===== config.mk =====
export PLATFORM = sky130hd
export DESIGN_NAME = circuito_exp6_desafio
export DESIGN_NICKNAME = d
export VERILOG_FILES = /design/src/rtl/circuito_exp6_desafio_pkg.sv /design/src/rtl/circuito_exp6_desafio_hexa7seg.sv /design/src/rtl/circuito_exp6_desafio.sv
export SDC_FILE = /design/constraint.sdc
export NUM_CORES = 1
export LEC_CHECK = 0
export CAP_MARGIN = 5
export CORE_UTILIZATION = 48
export CTS_BUF_LIST = sky130_fd_sc_hd__clkbuf_4 sky130_fd_sc_hd__clkbuf_8
export DETAILED_ROUTE_END_ITERATION = 8
export HOLD_SLACK_MARGIN = 0.15
export MAX_ROUTING_LAYER = met4
export PLACE_DENSITY = 0.69
export SLEW_MARGIN = 20
export SYNTH_ARGS = -nofsm -noshare
export SYNTH_HDL_FRONTEND = slang
export SYNTH_HIERARCHICAL = 1
export SYNTH_SLANG_ARGS = --single-unit

===== constraint.sdc =====
create_clock -name clock -period 5.8 [get_ports clock]
set_clock_uncertainty 0.2 [all_clocks]
set_input_delay 1.16 -clock clock [delete_from_list [all_inputs] [get_ports clock]]
set_output_delay 1.16 -clock clock [all_outputs]
set_load 0.02 [all_outputs]

===== src/rtl/circuito_exp6_desafio_pkg.sv =====
// Shared definitions for the Genius memory-sequence game: data width,
// state encodings shown on the hex debug display, and the power-up
// image of the sequence memory.
package circuito_exp6_desafio_pkg;

    localparam int data_w    = 4;
    localparam int mem_depth = 16;

    typedef logic [data_w-1:0] word_t;

    // Encodings are chosen so the hex digit on db_estado names the state.
    typedef enum logic [3:0] {
        st_inicial        = 4'h0,
        st_preparacao     = 4'h1,
        st_espera         = 4'h2,
        st_registra       = 4'h3,
        st_compara        = 4'h4,
        st_proximo        = 4'h5,
        st_espera_nova    = 4'h6,
        st_escreve        = 4'h7,
        st_proxima_rodada = 4'h8,
        st_fim_ganhou     = 4'hC,
        st_fim_perdeu     = 4'hD,
        st_fim_timeout    = 4'hE
    } estado_t;

    // First move of every game is fixed at address 0; the rest start empty.
    localparam word_t mem_init [mem_depth] = '{0: 4'b0001, default: 4'b0000};

    // Game-over states: results are held until reset or a new start.
    function automatic logic estado_final(input estado_t s);
        return (s == st_fim_ganhou) || (s == st_fim_perdeu) || (s == st_fim_timeout);
    endfunction

    // States in which the player is expected to press a button.
    function automatic logic estado_aguarda(input estado_t s);
        return (s == st_espera) || (s == st_espera_nova);
    endfunction

endpackage


===== src/rtl/circuito_exp6_desafio_hexa7seg.sv =====
// 4-bit to active-low 7-segment decoder. Output bit order is
// {g, f, e, d, c, b, a}; a 0 lights the segment.
module circuito_exp6_desafio_hexa7seg (
    input  logic [3:0] valor,
    output logic [6:0] segmentos
);

    // Pure lookup of the hexadecimal glyph for the input nibble.
    always_comb begin
        segmentos = 7'b1111111;
        case (valor)
            4'h0: segmentos = 7'b1000000;
            4'h1: segmentos = 7'b1111001;
            4'h2: segmentos = 7'b0100100;
            4'h3: segmentos = 7'b0110000;
            4'h4: segmentos = 7'b0011001;
            4'h5: segmentos = 7'b0010010;
            4'h6: segmentos = 7'b0000010;
            4'h7: segmentos = 7'b1111000;
            4'h8: segmentos = 7'b0000000;
            4'h9: segmentos = 7'b0010000;
            4'hA: segmentos = 7'b0001000;
            4'hB: segmentos = 7'b0000011;
            4'hC: segmentos = 7'b1000110;
            4'hD: segmentos = 7'b0100001;
            4'hE: segmentos = 7'b0000110;
            4'hF: segmentos = 7'b0001110;
            default: segmentos = 7'b1111111;
        endcase
    end

endmodule


===== src/rtl/circuito_exp6_desafio.sv =====
// Top level of the Genius challenge game. The player repeats the stored
// sequence; after each complete round one new move is appended to memory.
// Optional press timeout: define CIRCUITO_EXP6_TIMEOUT_EN to build the
// timer and make fim_timeout reachable; otherwise the game waits forever.
module circuito_exp6_desafio
    import circuito_exp6_desafio_pkg::*;
#(
    parameter int TIMEOUT_CYCLES = 3000,
    parameter int N_ROUNDS       = 16
) (
    input  logic       clock,
    input  logic       reset,
    input  logic       iniciar,
    input  logic [3:0] botoes,
    output logic [3:0] leds,
    output logic       pronto,
    output logic       ganhou,
    output logic       perdeu,
    output logic       db_clock,
    output logic       db_tem_jogada,
    output logic       db_igual,
    output logic       db_enderecoIgualRodada,
    output logic       db_timeout,
    output logic [6:0] db_contagem,
    output logic [6:0] db_memoria,
    output logic [6:0] db_jogadafeita,
    output logic [6:0] db_rodada,
    output logic [6:0] db_estado
);

    localparam logic [3:0] ultima_rodada = 4'(N_ROUNDS - 1);

    estado_t estado;
    estado_t proximo_estado;

    // Datapath registers
    logic [3:0] end_e;
    logic [3:0] rodada;
    word_t      jogada_reg;
    logic       tem_jogada;
    logic       tem_jogada_d;
    logic       jogada;

    // Memory
    word_t mem [mem_depth];
    word_t mem_dado;

    // Comparisons
    logic igual;
    logic end_igual_rodada;
    logic fim_sequencia;
    logic ativo;
    logic timeout;

    // Control strobes from the output decoder
    logic zera_tudo;
    logic conta_e;
    logic avanca_rodada;
    logic carrega_jogada;
    logic escreve_mem;
    logic zera_timeout;

    // ------------------------------------------------------------------
    // Press detection: one-cycle pulse on the rising edge of any button.
    // ------------------------------------------------------------------
    assign tem_jogada = |botoes;
    assign jogada     = tem_jogada && !tem_jogada_d;

    // Delayed copy of the button activity for edge detection.
    always_ff @(posedge clock) begin
        if (!reset) tem_jogada_d <= 1'b0;
        else        tem_jogada_d <= tem_jogada;
    end

    // ------------------------------------------------------------------
    // Counters and move register.
    // ------------------------------------------------------------------
    // Address counter E: cleared on start and on each new round.
    always_ff @(posedge clock) begin
        if (!reset || zera_tudo || avanca_rodada) end_e <= 4'd0;
        else if (conta_e)                         end_e <= end_e + 4'd1;
    end

    // Round counter R: never wraps because the win check comes first.
    always_ff @(posedge clock) begin
        if (!reset || zera_tudo) rodada <= 4'd0;
        else if (avanca_rodada)  rodada <= rodada + 4'd1;
    end

    // Move register: loaded in registra and on the new-move press.
    always_ff @(posedge clock) begin
        if (!reset || zera_tudo) jogada_reg <= '0;
        else if (carrega_jogada) jogada_reg <= botoes;
    end

    // ------------------------------------------------------------------
    // Sequence memory. Address 0 is never written (writes go to R+1), so
    // it is served straight from the power-up image. Addresses above the
    // current round are always written before they can be read.
    // ------------------------------------------------------------------
    // Synchronous write; a reset on the same edge suppresses it.
    always_ff @(posedge clock) begin
        if (reset && escreve_mem) mem[rodada + 4'd1] <= jogada_reg;
    end

    assign mem_dado = (end_e == 4'd0) ? mem_init[0] : mem[end_e];

    assign igual            = (jogada_reg == mem_dado);
    assign end_igual_rodada = (end_e == rodada);
    assign fim_sequencia    = (rodada == ultima_rodada);

    // ------------------------------------------------------------------
    // Optional press timeout.
    // ------------------------------------------------------------------
`ifdef CIRCUITO_EXP6_TIMEOUT_EN
    localparam int tw = $clog2(TIMEOUT_CYCLES + 1);
    logic [tw-1:0] cont_timeout;

    // Timer runs only while waiting for a press and restarts on each press.
    always_ff @(posedge clock) begin
        if (!reset || zera_timeout || jogada) cont_timeout <= '0;
        else if (estado_aguarda(estado))      cont_timeout <= cont_timeout + tw'(1);
    end

    assign timeout    = estado_aguarda(estado) && (cont_timeout == tw'(TIMEOUT_CYCLES - 1));
    assign db_timeout = (estado == st_fim_timeout);
`else
    // Without the timer the limit has no effect on the build.
    logic unused_timeout_cfg;
    assign unused_timeout_cfg = (TIMEOUT_CYCLES > 0) && zera_timeout;
    assign timeout            = 1'b0;
    assign db_timeout         = 1'b0;
`endif

    // ------------------------------------------------------------------
    // Control FSM.
    // ------------------------------------------------------------------
    // State register with synchronous active-low reset.
    always_ff @(posedge clock) begin
        if (!reset) estado <= st_inicial;
        else        estado <= proximo_estado;
    end

    // Next-state logic.
    always_comb begin
        proximo_estado = estado;
        case (estado)
            st_inicial:        if (iniciar) proximo_estado = st_preparacao;
            st_preparacao:     proximo_estado = st_espera;
            st_espera: begin
                if (jogada)       proximo_estado = st_registra;
                else if (timeout) proximo_estado = st_fim_timeout;
            end
            st_registra:       proximo_estado = st_compara;
            st_compara: begin
                if (!igual)                 proximo_estado = st_fim_perdeu;
                else if (!end_igual_rodada) proximo_estado = st_proximo;
                else if (fim_sequencia)     proximo_estado = st_fim_ganhou;
                else                        proximo_estado = st_espera_nova;
            end
            st_proximo:        proximo_estado = st_espera;
            st_espera_nova: begin
                if (jogada)       proximo_estado = st_escreve;
                else if (timeout) proximo_estado = st_fim_timeout;
            end
            st_escreve:        proximo_estado = st_proxima_rodada;
            st_proxima_rodada: proximo_estado = st_espera;
            st_fim_ganhou,
            st_fim_perdeu,
            st_fim_timeout:    if (iniciar) proximo_estado = st_preparacao;
            default:           proximo_estado = st_inicial;
        endcase
    end

    // Output and datapath-control decode.
    always_comb begin
        zera_tudo      = 1'b0;
        conta_e        = 1'b0;
        avanca_rodada  = 1'b0;
        carrega_jogada = 1'b0;
        escreve_mem    = 1'b0;
        zera_timeout   = 1'b0;
        pronto         = estado_final(estado);
        ganhou         = (estado == st_fim_ganhou);
        perdeu         = (estado == st_fim_perdeu) || (estado == st_fim_timeout);
        case (estado)
            st_preparacao: begin
                zera_tudo    = 1'b1;
                zera_timeout = 1'b1;
            end
            st_registra:       carrega_jogada = 1'b1;
            st_proximo:        conta_e        = 1'b1;
            st_espera_nova:    carrega_jogada = jogada;
            st_escreve:        escreve_mem    = 1'b1;
            st_proxima_rodada: begin
                avanca_rodada = 1'b1;
                zera_timeout  = 1'b1;
            end
            default: ;
        endcase
    end

    // ------------------------------------------------------------------
    // Outputs and debug displays. In the idle state the comparison and
    // memory views are blanked so the whole board reads zero.
    // ------------------------------------------------------------------
    assign ativo                  = (estado != st_inicial);
    assign leds                   = jogada_reg;
    assign db_clock               = clock;
    assign db_tem_jogada          = tem_jogada;
    assign db_igual               = ativo && igual;
    assign db_enderecoIgualRodada = ativo && end_igual_rodada;

    word_t memoria_visivel;
    assign memoria_visivel = ativo ? mem_dado : '0;

    circuito_exp6_desafio_hexa7seg u_hex_contagem (.valor(end_e),           .segmentos(db_contagem));
    circuito_exp6_desafio_hexa7seg u_hex_memoria  (.valor(memoria_visivel), .segmentos(db_memoria));
    circuito_exp6_desafio_hexa7seg u_hex_jogada   (.valor(jogada_reg),      .segmentos(db_jogadafeita));
    circuito_exp6_desafio_hexa7seg u_hex_rodada   (.valor(rodada),          .segmentos(db_rodada));
    circuito_exp6_desafio_hexa7seg u_hex_estado   (.valor(estado),          .segmentos(db_estado));

endmodule


==> metrics.yaml <==
drt:
  detail_route.drc_violations: 0
  final_antenna_net_count: 0
  routed-via-count: 3763
  first_iter_violations: 294
  via_per_inst: 5.558
  routedWlPerCell_um: 16.53
  drt_pre_antenna_iters: 5
  wl_mm: 11.19
timing:
  layout_setup_ws_ns: 0.5572
  slew_of_the_pin_with_the_lowest_slew_margin_ns: 0.7508
  setup_viol_count_final: 0
  slew_violations: 0
  post-route-min-period_ns: 5.243
  fmax_mhz: 190.7
  relative_slew_slack_pct: 49.88
  finalCritPeriodShare_pct: 90.39
  timing_hold_violations_final: 0
  grt_setup_unrepaired: "no"
  finalSetupTns_ns: 0
power_and_ir_drop:
  power.internal_mw: 1.069
  worst_vdd_ir_mv: 0.1845
  power.share.switching_pct: 32.45
  total_leakage_power_nw: 2.141
  clockPowerShare_pct: 30.3
  comb_power_share_pct: 26.5
  pwr_density_cell_mw_per_mm2: 256.3
  netSwitchingPower_uw: 513.6
  pwr-share-seq_pct: 43.2
synthesis:
  yosys-mux-area-fraction_pct: 15.64
  synth_compound_gate_area_share_pct: 10.39
  synth_commonest_cells: "sky130_fd_sc_hd__nor2_1, sky130_fd_sc_hd__edfxtp_1, sky130_fd_sc_hd__mux2i_1, sky130_fd_sc_hd__ha_1, sky130_fd_sc_hd__nand2_1"
  yosys.cell_count.top_type: "sky130_fd_sc_hd__nor2_1"
  post_synth_and_or_nand_nor_area_fraction_pct: 12.78
  yosys.area_share.adder_pct: 9.613
  mapped_area_mm2: 0.005336
  synth-edff-count: 64
  synthDistinctLibCells: 57
  yosys.area.top_type_share_pct: 36.01
  postSynth.asyncResetShare_pct: 0
  post_synthesis_cell_count: 483
  yosysTopAreaCell: "sky130_fd_sc_hd__edfxtp_1"
  yosys_register_bits: 85
  yosys_warnings: 6
  cells_taking_the_most_area_after_synthesis: "sky130_fd_sc_hd__edfxtp_1, sky130_fd_sc_hd__ha_1, sky130_fd_sc_hd__mux2i_1"
  postSynthNetCount: 531
  synth-seq-area-share_pct: 43.89
  synth-xor-area-share_pct: 2.462
  yosys_most_used_dff: "sky130_fd_sc_hd__edfxtp_1"
  syn_avg_cell_area_um2: 11.05
  synth_top_family_by_area: "multiplexers"
global_route:
  aggregate_global_route_resource_usage_pct: 21.22
  grt_antenna_before_repair: 0
  pin_count_of_the_biggest_net_entering_global_routing: 34
  first_global_vias: 3631
  global_route.overflow_total: 0
  grt_pass1_wl_mm: 18.02
cells_and_area:
  post_route_cells_drive_above_1_share_pct: 10.43
  num_antenna_cells: 0
  area_growth_pct: 15.76
  nNetsFinal: 580
clock_tree:
  post-cts-setup-buffer-count: 0
  cts_tree: "built"
  clk_transition_reported_paths_ns: 0.10
  post_cts_hold_buffer_count: 0
  clock_insertion_delay_worst_skew_ns: 0.47
floorplanning:
  chipHeight_um: 107.4
  fp.dieArea_mm2: 0.01154
  num_rows: 38
  fp.dieW_um: 107.4
  core_area_mm2: 0.01084
  design.portCount: 54
  start_util_pct: 49.23
placement:
  placement.io_buffers: 52
  detailedPlacementHpwl_mm: 7.891
  finalWeightedCongestion: 0.8646
  worst_slack_after_detailed_placement_ns: 0.8454
setup_path:
  critPathLaunchType: "flop"
  critPathMaxFanout: 14
  cp_data_arrival_time_ns: 3.88
  critPathKind: "reg2out"
  required_ns: 4.44
  cp-end-kind: "output pin"
outcome:
  outcome: "finished, final reports clean"
job:
  maxCapViolCount: 0
min_path:
  worstHoldPathType: "reg2reg"
-- kinds of logic (layout without fill, tap and decap cells) --
group           count (synthesis)  in the layout
other cells                     1              1
flops                          85             85
fa+ha+maj                      41             41
simple gates                  143            143
compound gates                 77             77
buf+inv                        55            109
mux                            66             66
xor+xnor                       15             15
-- layout by cell type, fill, tap and decap left out, drive strengths merged, types with 12 or more instances in the layout --
| cell type | instances |
|---|---|
| nor2 | 65 |
| edfxtp | 64 |
| clkdlybuf4s50 | 52 |
| mux2i | 44 |
| ha | 41 |
| inv | 32 |
| nand2 | 26 |
| dfxtp | 21 |
| a21oi | 15 |
| a22o | 14 |
| o21ai | 13 |
| clkbuf | 12 |
| buf | 12 |
-- final timing paths --
check	start	slack, ns	to	cells after the start
max	flop	0.56	db_memoria[3]	10
max reg2reg	flop	2.61	estado[0]$_SDFFE_PN0P_	7
min	leds[1]$_SDFFE_PP0P_	0.46	mem[12][1]$_DFFE_PP_	0
min reg2reg	leds[1]$_SDFFE_PP0P_	0.46	mem[12][1]$_DFFE_PP_	0
-- through the flow --
stage                     util [%]  std cells  hold slack (ns)  cell area, um2  power (mW)
final                        56.98        677           0.4602            6177       1.583
after global routing         56.98        677           0.4629            6177       1.659
after CTS                    56.94        677           0.4801            6172       1.593
after detailed placement     54.84        658           0.4658            5944       1.141
after global placement       54.84        658           0.4468            5944       1.131
after floorplan                  -        483           0.3874            5336      0.9829
-- metal layers --
layer	track usage [%]	part of all wire (%)	up-vias
met5	-	0	-
met4	9.002	2.0	0
met3	4.479	4.6	14
met2	32.86	47	108
met1	27.03	46	1791
li1	-	-	1850
-- power by group through the flow --
| stage | Clock [mW] | Sequential, mW | Combinational [mW] |
|---|---|---|---|
| 4_1_cts | 0.486 | 0.684 | 0.423 |
| 3_3_place_gp | 0.0232 | 0.697 | 0.410 |
| 2_1_floorplan | 0.0201 | 0.691 | 0.271 |
| 6_report | 0.479 | 0.684 | 0.420 |
| 3_5_place_dp | 0.0232 | 0.698 | 0.420 |
| 5_1_grt | 0.511 | 0.687 | 0.462 |
-- registers in the layout (all words and copies together), names as in the netlist, named ones only --
| register | count |
|---|---|
| tem_jogada_d | 1 |
| end_e | 4 |
| rodada | 4 |
| mem | 64 |
| estado | 4 |
| leds | 4 |
-- cell type report --
type	instances	area, um2
clock buffers	13	175.2
clock inverters	7	62.56
fillers	953	4663
inverters	26	97.59
multi-input cells	343	2724
flip-flops and latches	85	2342
well taps	140	175.2
repair buffers	63	600.6
-- critical path: stages, from the launching register on --
cell                              delay [ns]
sky130_fd_sc_hd__dfxtp_1                0.78
sky130_fd_sc_hd__buf_4                  0.30
sky130_fd_sc_hd__mux2i_1                0.08
sky130_fd_sc_hd__a22oi_1                0.22
sky130_fd_sc_hd__nand3_1                0.11
sky130_fd_sc_hd__a21oi_1                0.34
sky130_fd_sc_hd__inv_1                  0.18
sky130_fd_sc_hd__ha_1                   0.31
sky130_fd_sc_hd__inv_1                  0.04
sky130_fd_sc_hd__mux4_1                 0.49
sky130_fd_sc_hd__clkdlybuf4s50_1        0.55
-- timing repair --
action / CTS / global route
resized for setup: 0 / 1
endpoints found under the setup margin: 0 / 1
hold endpoints to repair: 0 / 0
No activity file was read; power rests on OpenSTA's default activity.
